### config.mk
export PLATFORM = sky130hd
export DESIGN_NAME = position_bram_writer_flat
export DESIGN_NICKNAME = d
export VERILOG_FILES = /design/src/rtl/position_bram_writer_if.sv /design/src/rtl/position_bram_writer.sv /design/src/flat_wrapper.sv
export SDC_FILE = /design/constraint.sdc
export NUM_CORES = 1
export LEC_CHECK = 0
export CAP_MARGIN = 20
export CELL_PAD_IN_SITES_DETAIL_PLACEMENT = 1
export CELL_PAD_IN_SITES_GLOBAL_PLACEMENT = 1
export CORE_MARGIN = 2
export CORE_UTILIZATION = 36
export DETAILED_ROUTE_END_ITERATION = 8
export PLACE_DENSITY = 0.83
export SKIP_CTS_REPAIR_TIMING = 1
export SYNTH_ARGS = -nofsm -noshare
export SYNTH_HDL_FRONTEND = slang
export SYNTH_SLANG_ARGS = --single-unit
### constraint.sdc
create_clock -name clk -period 6 [get_ports clk]
set_input_delay 1.2 -clock clk [delete_from_list [all_inputs] [get_ports clk]]
set_output_delay 1.2 -clock clk [all_outputs]
set_load 0.05 [all_outputs]
### src/rtl/position_bram_writer_if.sv
`default_nettype none
// ============================================================================
//  Module      : position_bram_writer_if
//  Description : Update-stream bundle feeding the cell position BRAM writer.
//                A source (master) presents one particle beat per handshake;
//                the writer (slave) signals when it can consume a beat.
//                  in_valid : beat fields are valid
//                  in_data  : bit 96 = null flag, bits [95:0] = position
//                  in_cell  : destination cell of the beat
//                  in_last  : final beat of the update stream
//                  in_ready : writer accepts a beat this cycle
//  Revision    : 1.0 - initial release
// ============================================================================
interface position_bram_writer_if;
    logic        in_valid;
    logic [96:0] in_data;
    logic [7:0]  in_cell;
    logic        in_last;
    logic        in_ready;

    modport master (
        output in_valid,
        output in_data,
        output in_cell,
        output in_last,
        input  in_ready
    );

    modport slave (
        input  in_valid,
        input  in_data,
        input  in_cell,
        input  in_last,
        output in_ready
    );
endinterface
`default_nettype wire

### src/rtl/position_bram_writer.sv
`default_nettype none
// ============================================================================
//  Module      : position_bram_writer
//  Description : Collects particle positions addressed to this node's cell
//                and writes them into the idle half of a double-buffered
//                position BRAM, closing each phase with a null terminator.
//  Ports       : clk, reset (async, active low)
//                Cell          - this node's cell id (bits [7:0] used)
//                double_buffer - half currently read; writer uses the other
//                start / abort - open / cancel a write phase
//                in_if         - update stream (slave side)
//                bram_we/bram_addr/bram_wdata - registered BRAM write port
//                count    - particles written this phase
//                done     - phase complete, terminator written
//                overflow - sticky, a matching particle was dropped
//  Revision    : 1.0 - initial release
// ============================================================================
module position_bram_writer #(
    parameter int DBSIZE = 256
) (
    input  wire logic               clk,
    input  wire logic               reset,
    input  wire logic [31:0]        Cell,
    input  wire logic               double_buffer,
    input  wire logic               start,
    input  wire logic               abort,
    position_bram_writer_if.slave   in_if,
    output logic                    bram_we,
    output logic [31:0]             bram_addr,
    output logic [96:0]             bram_wdata,
    output logic [8:0]              count,
    output logic                    done,
    output logic                    overflow
);

    localparam logic [31:0] c_DBSIZE    = 32'(DBSIZE);
    // Last slot of a half is reserved for the terminator.
    localparam logic [31:0] c_LAST_SLOT = 32'(DBSIZE - 1);
    localparam logic [8:0]  c_COUNT_MAX = 9'(DBSIZE - 1);
    localparam logic [96:0] c_TERM_WORD = {1'b1, 96'b0};

    typedef enum logic [1:0] {
        ST_IDLE   = 2'd0,
        ST_ACCEPT = 2'd1,
        ST_TERM   = 2'd2,
        ST_DONE   = 2'd3
    } state_t;

    state_t      r_state,    w_state_nxt;
    logic [31:0] r_base,     w_base_nxt;
    logic [31:0] r_waddr,    w_waddr_nxt;
    logic [8:0]  r_count,    w_count_nxt;
    logic        r_done,     w_done_nxt;
    logic        r_overflow, w_overflow_nxt;
    logic        r_we,       w_we_nxt;
    logic [31:0] r_addr,     w_addr_nxt;
    logic [96:0] r_wdata,    w_wdata_nxt;

    logic w_handshake;
    logic w_match;
    logic w_unused_cell_hi;

    // Only the low byte of the cell id identifies the destination.
    assign w_unused_cell_hi = ^Cell[31:8];

    assign in_if.in_ready = (r_state == ST_ACCEPT);
    assign w_handshake    = in_if.in_valid && (r_state == ST_ACCEPT);
    assign w_match        = (in_if.in_cell == Cell[7:0]) && !in_if.in_data[96];

    always_ff @(posedge clk or negedge reset) begin
        if (!reset) begin
            r_state    <= ST_IDLE;
            r_base     <= 32'd0;
            r_waddr    <= 32'd0;
            r_count    <= 9'd0;
            r_done     <= 1'b0;
            r_overflow <= 1'b0;
            r_we       <= 1'b0;
            r_addr     <= 32'd0;
            r_wdata    <= c_TERM_WORD;
        end else begin
            r_state    <= w_state_nxt;
            r_base     <= w_base_nxt;
            r_waddr    <= w_waddr_nxt;
            r_count    <= w_count_nxt;
            r_done     <= w_done_nxt;
            r_overflow <= w_overflow_nxt;
            r_we       <= w_we_nxt;
            r_addr     <= w_addr_nxt;
            r_wdata    <= w_wdata_nxt;
        end
    end

    always_comb begin
        w_state_nxt    = r_state;
        w_base_nxt     = r_base;
        w_waddr_nxt    = r_waddr;
        w_count_nxt    = r_count;
        w_done_nxt     = r_done;
        w_overflow_nxt = r_overflow;
        w_we_nxt       = 1'b0;
        w_addr_nxt     = r_addr;
        w_wdata_nxt    = r_wdata;

        if (abort) begin
            // Cancel wins over everything; counters are left for inspection.
            w_state_nxt = ST_IDLE;
            w_done_nxt  = 1'b0;
        end else begin
            case (r_state)
                ST_IDLE, ST_DONE: begin
                    if (start) begin
                        // Target the half the ring is not reading.
                        w_base_nxt     = double_buffer ? 32'd0 : c_DBSIZE;
                        w_waddr_nxt    = 32'd0;
                        w_count_nxt    = 9'd0;
                        w_overflow_nxt = 1'b0;
                        w_done_nxt     = 1'b0;
                        w_state_nxt    = ST_ACCEPT;
                    end
                end
                ST_ACCEPT: begin
                    if (w_handshake) begin
                        if (w_match) begin
                            if (r_waddr < c_LAST_SLOT) begin
                                w_we_nxt    = 1'b1;
                                w_addr_nxt  = r_base + r_waddr;
                                w_wdata_nxt = in_if.in_data;
                                w_waddr_nxt = r_waddr + 32'd1;
                                if (r_count != c_COUNT_MAX) begin
                                    w_count_nxt = r_count + 9'd1;
                                end
                            end else begin
                                w_overflow_nxt = 1'b1;
                            end
                        end
                        if (in_if.in_last) begin
                            w_state_nxt = ST_TERM;
                        end
                    end
                end
                ST_TERM: begin
                    w_we_nxt    = 1'b1;
                    w_addr_nxt  = r_base + r_waddr;
                    w_wdata_nxt = c_TERM_WORD;
                    w_done_nxt  = 1'b1;
                    w_state_nxt = ST_DONE;
                end
                default: begin
                    w_state_nxt = ST_IDLE;
                end
            endcase
        end
    end

    assign bram_we    = r_we;
    assign bram_addr  = r_addr;
    assign bram_wdata = r_wdata;
    assign count      = r_count;
    assign done       = r_done;
    assign overflow   = r_overflow;

endmodule
`default_nettype wire

### src/flat_wrapper.sv
// flat-port wrapper written by rule: the top's interface ports become plain ports
module position_bram_writer_flat 
#(
    parameter int DBSIZE = 256
)
  (clk, reset, Cell, double_buffer, start, abort, bram_we, bram_addr, bram_wdata, count, done, overflow, in_if_in_valid, in_if_in_data, in_if_in_cell, in_if_in_last, in_if_in_ready);
  position_bram_writer_if in_if_i ();
  input  wire logic clk;
  input  wire logic reset;
  input  wire logic [31:0] Cell;
  input  wire logic double_buffer;
  input  wire logic start;
  input  wire logic abort;
  output logic bram_we;
  output logic [31:0] bram_addr;
  output logic [96:0] bram_wdata;
  output logic [8:0] count;
  output logic done;
  output logic overflow;
  input wire logic [$bits(in_if_i.in_valid)-1:0] in_if_in_valid;
  input wire logic [$bits(in_if_i.in_data)-1:0] in_if_in_data;
  input wire logic [$bits(in_if_i.in_cell)-1:0] in_if_in_cell;
  input wire logic [$bits(in_if_i.in_last)-1:0] in_if_in_last;
  output wire logic [$bits(in_if_i.in_ready)-1:0] in_if_in_ready;
  assign in_if_i.in_valid = in_if_in_valid;
  assign in_if_i.in_data = in_if_in_data;
  assign in_if_i.in_cell = in_if_in_cell;
  assign in_if_i.in_last = in_if_in_last;
  assign in_if_in_ready = in_if_i.in_ready;
  position_bram_writer #(.DBSIZE(DBSIZE)) u_core (.clk(clk), .reset(reset), .Cell(Cell), .double_buffer(double_buffer), .start(start), .abort(abort), .in_if(in_if_i), .bram_we(bram_we), .bram_addr(bram_addr), .bram_wdata(bram_wdata), .count(count), .done(done), .overflow(overflow));
endmodule
==> results of run 1 <==
cells in the mapped netlist, types with 6 or more instances:
master | instances | share of area (%)
a21oi_1 | 19 | 1.2
nor3_1 | 10 | 0.63
clkbuf_1 | 28 | 1.3
inv_1 | 6 | 0.29
o31ai_1 | 7 | 0.67
nand4_1 | 11 | 0.87
xor2_1 | 17 | 1.9
nand2b_1 | 98 | 7.8
nor4_1 | 12 | 0.95
nand3_1 | 17 | 1.1
nor2b_1 | 19 | 1.5
xnor2_1 | 13 | 1.4
or4_1 | 6 | 0.57
buf_4 | 15 | 1.4
nand2_1 | 146 | 6.9
nor2_1 | 24 | 1.1
o21ai_0 | 127 | 8.1
buf_2 | 6 | 0.38
dfrtp_1 | 175 | 56
mux2_1 | 10 | 1.4
ha_1 | 7 | 1.1
worst paths after layout:
check / to / from / slack, ps / cells past startpoint
max: in_if_in_ready / u_core.r_state[1] / 2510 / 3
min: u_core.bram_wdata[86] / u_core.bram_wdata[86] / 480 / 2
max in group asynchronous: u_core.bram_wdata[26] / reset / 4190 / 2
min in group asynchronous: u_core.r_waddr[21] / reset / 820 / 1
min reg2reg: u_core.bram_wdata[86] / u_core.bram_wdata[86] / 480 / 2
max reg2reg: u_core.bram_addr[9] / u_core.r_state[1] / 3070 / 7
through the flow:
step / area (sq um) / worst slack (ps)
2_1_floorplan: 7886 / 3157
3_3_place_gp: 10680 / 2171
3_5_place_dp: 10680 / 2131
4_1_cts: 11230 / 2478
5_1_grt: 11240 / 2411
6_report: 11240 / 2509
power breakdown:
part           internal [W]  switching [W]
Clock              0.000552       0.000498
Combinational      0.000919        0.00191
Sequential          0.00155       0.000194
state kept, by name, summed over array words and instances (netlist names):
| register | count |
|---|---|
| u_core.bram_wdata | 97 |
| u_core.bram_addr | 32 |
| u_core.r_waddr | 32 |
| u_core.count | 9 |
| u_core.r_state | 2 |
| u_core.bram_we | 1 |
| u_core.done | 1 |
| u_core.overflow | 1 |
| u_core.r_base | 1 |
metal layers:
metal / part of all wire (%) / GRT usage, % / vias to the layer above
met5: 0 / 0 / -
met4: 2.4 / 6.631 / 0
met3: 3.6 / 3.765 / 38
met2: 50 / 35.20 / 186
met1: 44 / 25.46 / 3263
li1: - / - / 3183
cell families after synthesis:
family | Yosys count | synth area share [%]
buffers and inverters | 58 | 3.586
adder cells (fa/ha/maj) | 7 | 1.111
multiplexers | 14 | 1.951
AND/OR/NAND/NOR | 363 | 23.26
flip-flops | 176 | 55.86
AO/OA/AOI/OAI | 164 | 10.90
XOR/XNOR | 30 | 3.332
worst min-delay path: stages (launching register included):
cell and delay [ps]:
dfrtp_1 340, nand2_1 40, o21ai_0 60
area by class of cell:
cell class                      instances  area, sq um
Fill cell                            2460        10450
Sequential cell                       176         4405
Multi-Input combinational cell        578         3214
Timing Repair Buffer                  267         2696
Clock buffer                           20        446.7
Tap cell                              280        350.3
Clock inverter                         12        101.3
Inverter                                6        22.52
==> flow_summary.ini, run 1 <==
[worst_setup_path]
critPathMaxFanout = 12
critPathRequiredTime_ps = 4800
setup.worst_path.class = register to primary output
slowest_delay_ps = 920
end_kind = primary output
slowest_stage = clkdlybuf4s50_1
crit_path_cell_trace = inv_1 -> ha_1 -> clkdlybuf4s50_1
cp-start-kind = register
arrival_ps = 2290
cp_num_buf_inv = 2
crit_family = buffers and inverters

[drt]
viasPerCell = 4.981
wl_per_cell_microns = 17.27
ant_nets = 0
drc = 0
first_iter_violations = 305
dr.pass1.iters = 4
drt-total-wl_mm = 23.13
num_vias = 6670

[pwr]
ir_drop_v = 0.0001805
power.leakage_nw = 4.855
power_w = 0.005622
power_density_mw_per_mm2 = 500.3

[timing]
period_needed_ps = 3491
setup_viol = 0
layout_worst_path_cycle_share_pct = 58.19
tns_ps = 0
worstMarginPinSlew_ps = 838.4
hold_ws_ps = 478.6
relSlewSlack_pct = 44.11
timing_max_transition_violations_final = 0
grt_setup_unrepaired = false
finClkSkew_ps = 10.10
hold_violations = 0
max_freq_ghz = 0.2864

[floorplan]
coreArea_sq_mm = 0.02169
placementRows = 54
dieArea_sq_mm = 0.02311
start_util_pct = 36.36
die_w_microns = 152.0
die-height_microns = 152.0
ios = 286

[final_layout]
drive_above_1_share_pct = 4.533
antenna_cells = 0
fin_util_pct = 51.81
nets = 1197
final_cells = 1339
layout_commonest_cell = clkdlybuf4s50_1
final_cell_mix = clkdlybuf4s50_1, dfrtp_1, nand2_1
area.growth.synth_to_final_pct = 42.49

[grt]
overflow = 0
grt_first_pass_wirelength_mm = 38.02
antenna_found_initial = 0
grt_usage_pct = 20.23
first_global_vias = 7087
grt_max_degree = 123

[synth]
ys_seq_area_share_pct = 55.86
syn_area_sq_mm = 0.007886
synth_cell_type_count = 39
syn_area_per_cell_sq_um = 9.712
yosys_warnings = 0
ys_ff_latch = 176
synth.net_count = 963
synthCells = 812
ys.flop_type = dfrtp_1
synth_edf_count = 0
synth-async-reset-ratio_pct = 100.0

[place]
hpwl_mm = 16.27
routabilityCongestion = 0.7984
post-place-cells = 1306
io_buffers = 261

[clocking]
cts-htree-levels = 4
worst_skew_pair.late_latency_ps = 420
cts.sink_count = 176
cts_root_buffer = clkbuf_16
tritoncts = yes
cts_buffer_depth = 2
path_clk_slew_ps = 70
numCtsBuffers = 17

[hold_path]
hp-class = register to register

[outcome]
status = completed

[flow_run]
max-cap-violations = 0
No activity file was read; power rests on OpenSTA's default activity.
==> inputs of run 2 (changes only) <==
--- a/config.mk
+++ b/config.mk
@@ -9,9 +9,9 @@
 export CELL_PAD_IN_SITES_DETAIL_PLACEMENT = 1
 export CELL_PAD_IN_SITES_GLOBAL_PLACEMENT = 1
 export CORE_MARGIN = 2
-export CORE_UTILIZATION = 36
+export CORE_UTILIZATION = 30
 export DETAILED_ROUTE_END_ITERATION = 8
-export PLACE_DENSITY = 0.83
+export PLACE_DENSITY = 0.74
 export SKIP_CTS_REPAIR_TIMING = 1
 export SYNTH_ARGS = -nofsm -noshare
 export SYNTH_HDL_FRONTEND = slang
==> constraint.sdc (replaced) <==
create_clock -name clk -period 2.9 [get_ports clk]
set_input_delay 0.58 -clock clk [delete_from_list [all_inputs] [get_ports clk]]
set_output_delay 0.58 -clock clk [all_outputs]
set_load 0.05 [all_outputs]
==> flow_summary.ini, run 2 (synthesis results as in run 1) <==
[pwr]
internal_power_w = 0.006550
pwr-share-comb_pct = 49.7
clock_power_share_pct = 20.3
ir_drop_v = 0.0007539
power_density_mw_per_mm2 = 1036
switching_power_w = 0.005435
swShare_pct = 45.35
power.leakage_nw = 5.004
seq_power_share_pct = 30.0
power_w = 0.01198

[drt]
drt-total-wl_mm = 23.48
viasPerCell = 4.711
ant_nets = 0
drc = 0
num_vias = 6656
dr.pass1.iters = 4
first_iter_violations = 317
wl_per_cell_microns = 16.62

[grt]
antenna_found_initial = 0
first_global_vias = 7084
grt_first_pass_wirelength_mm = 38.73
grt_usage_pct = 17.41
grt_max_degree = 101
overflow = 0

[timing]
setup_ws_ps = 246.8
hold_ws_ps = 95.78
setup_viol = 0
max_freq_ghz = 0.3769
hold_violations = 0
relSlewSlack_pct = 44.34
layout_worst_path_cycle_share_pct = 91.49
grt_setup_unrepaired = false
worstMarginPinSlew_ps = 834.9
tns_ps = 0
finClkSkew_ps = 14.05
period_needed_ps = 2653
timing_max_transition_violations_final = 0

[worst_setup_path]
slowest_delay_ps = 880
reg2reg_from = u_core.r_waddr[23]
crit_family = buffers and inverters
crit_path_cell_trace = inv_1 -> ha_1 -> clkdlybuf4s50_1
cp-start-kind = register
arrival_ps = 2070
slowest_stage = clkdlybuf4s50_1
end_kind = primary output
critPathRequiredTime_ps = 2320
cp_num_buf_inv = 2
critPathMaxFanout = 7
r2r_slack_ps = 510
setup.worst_path.class = register to primary output
r2r.worst_path.cells = 6
r2r_end = u_core.r_waddr[4]

[flow_run]
max-cap-violations = 0

[final_layout]
fillers = 2930
nets = 1216
antenna_cells = 0
final_cell_mix = clkdlybuf4s50_1, dfrtp_1, nand2_1
multiInputGateArea_sq_mm = 0.003214
layout_commonest_cell = clkdlybuf4s50_1
fin_util_pct = 44.64
area.growth.synth_to_final_pct = 46.66
largest_register_ffs = 97
seq_area_sq_mm = 0.004405
drive_above_1_share_pct = 6.401

[floorplan]
die-height_microns = 166.1
placementRows = 59
dieArea_sq_mm = 0.02760
die_w_microns = 166.1
start_util_pct = 30.44
coreArea_sq_mm = 0.02591
ios = 286

[clocking]
cts_root_buffer = clkbuf_16
path_clk_slew_ps = 80
worst_skew_pair.late_latency_ps = 420
cts-htree-levels = 4
numCtsBuffers = 17
cts.sink_count = 176
cts_buffer_depth = 2
tritoncts = yes

[place]
io_buffers = 261
dp_slack_ps = -103.3
routabilityCongestion = 0.8239
hpwl_mm = 17.06

[outcome]
status = completed

[hold_path]
hp-class = primary input to async pin
## run 2: worst max-delay path by stage
stage | end | depth (start not counted) | slack, ps | startpoint
floorplan | u_core.r_waddr[6] | 8 | 450 | u_core.r_state[1]
global placement | u_core.r_waddr[4] | 7 | -6 | Cell[6]
detailed placement | u_core.r_waddr[6] | 7 | -100 | Cell[6]
CTS | in_if_in_ready | 3 | 210 | u_core.r_state[1]
global route | in_if_in_ready | 3 | 140 | u_core.r_state[1]
finish | in_if_in_ready | 3 | 250 | u_core.r_state[1]
## run 2: power groups by stage
| stage | combinational [W] | clock (W) | sequential [W] |
|---|---|---|---|
| after global placement | 0.00591 | 0 | 0.00361 |
| after floorplan | 0.00129 | 0 | 0.00610 |
| final | 0.00595 | 0.00243 | 0.00360 |
| after global routing | 0.00633 | 0.00261 | 0.00371 |
| after CTS | 0.00603 | 0.00252 | 0.00361 |
| after detailed placement | 0.00601 | 0 | 0.00366 |
## run 2: routing by layer
metal	vias up	track usage [%]	share of wire, %
met2	167	29.62	50
li1	3219	-	-
met1	3250	22.84	45
met5	-	0	0
met4	0	4.272	1.6
met3	20	3.503	4.0
## run 2: final cells by class
cell class	count	share of cell area, %
Clock buffer	19	3.916
Clock inverter	13	1.406
Inverter	6	0.1947
Multi-Input combinational cell	578	27.79
Sequential cell	176	38.09
Tap cell	335	3.624
Timing Repair Buffer	286	24.98
## run 2: metrics by stage
stage	instance area (sq um)	std cells
finish	11570	1413
global placement	10950	1381
global route	11570	1413
floorplan	7886	812
CTS	11570	1413
detailed placement	10950	1381
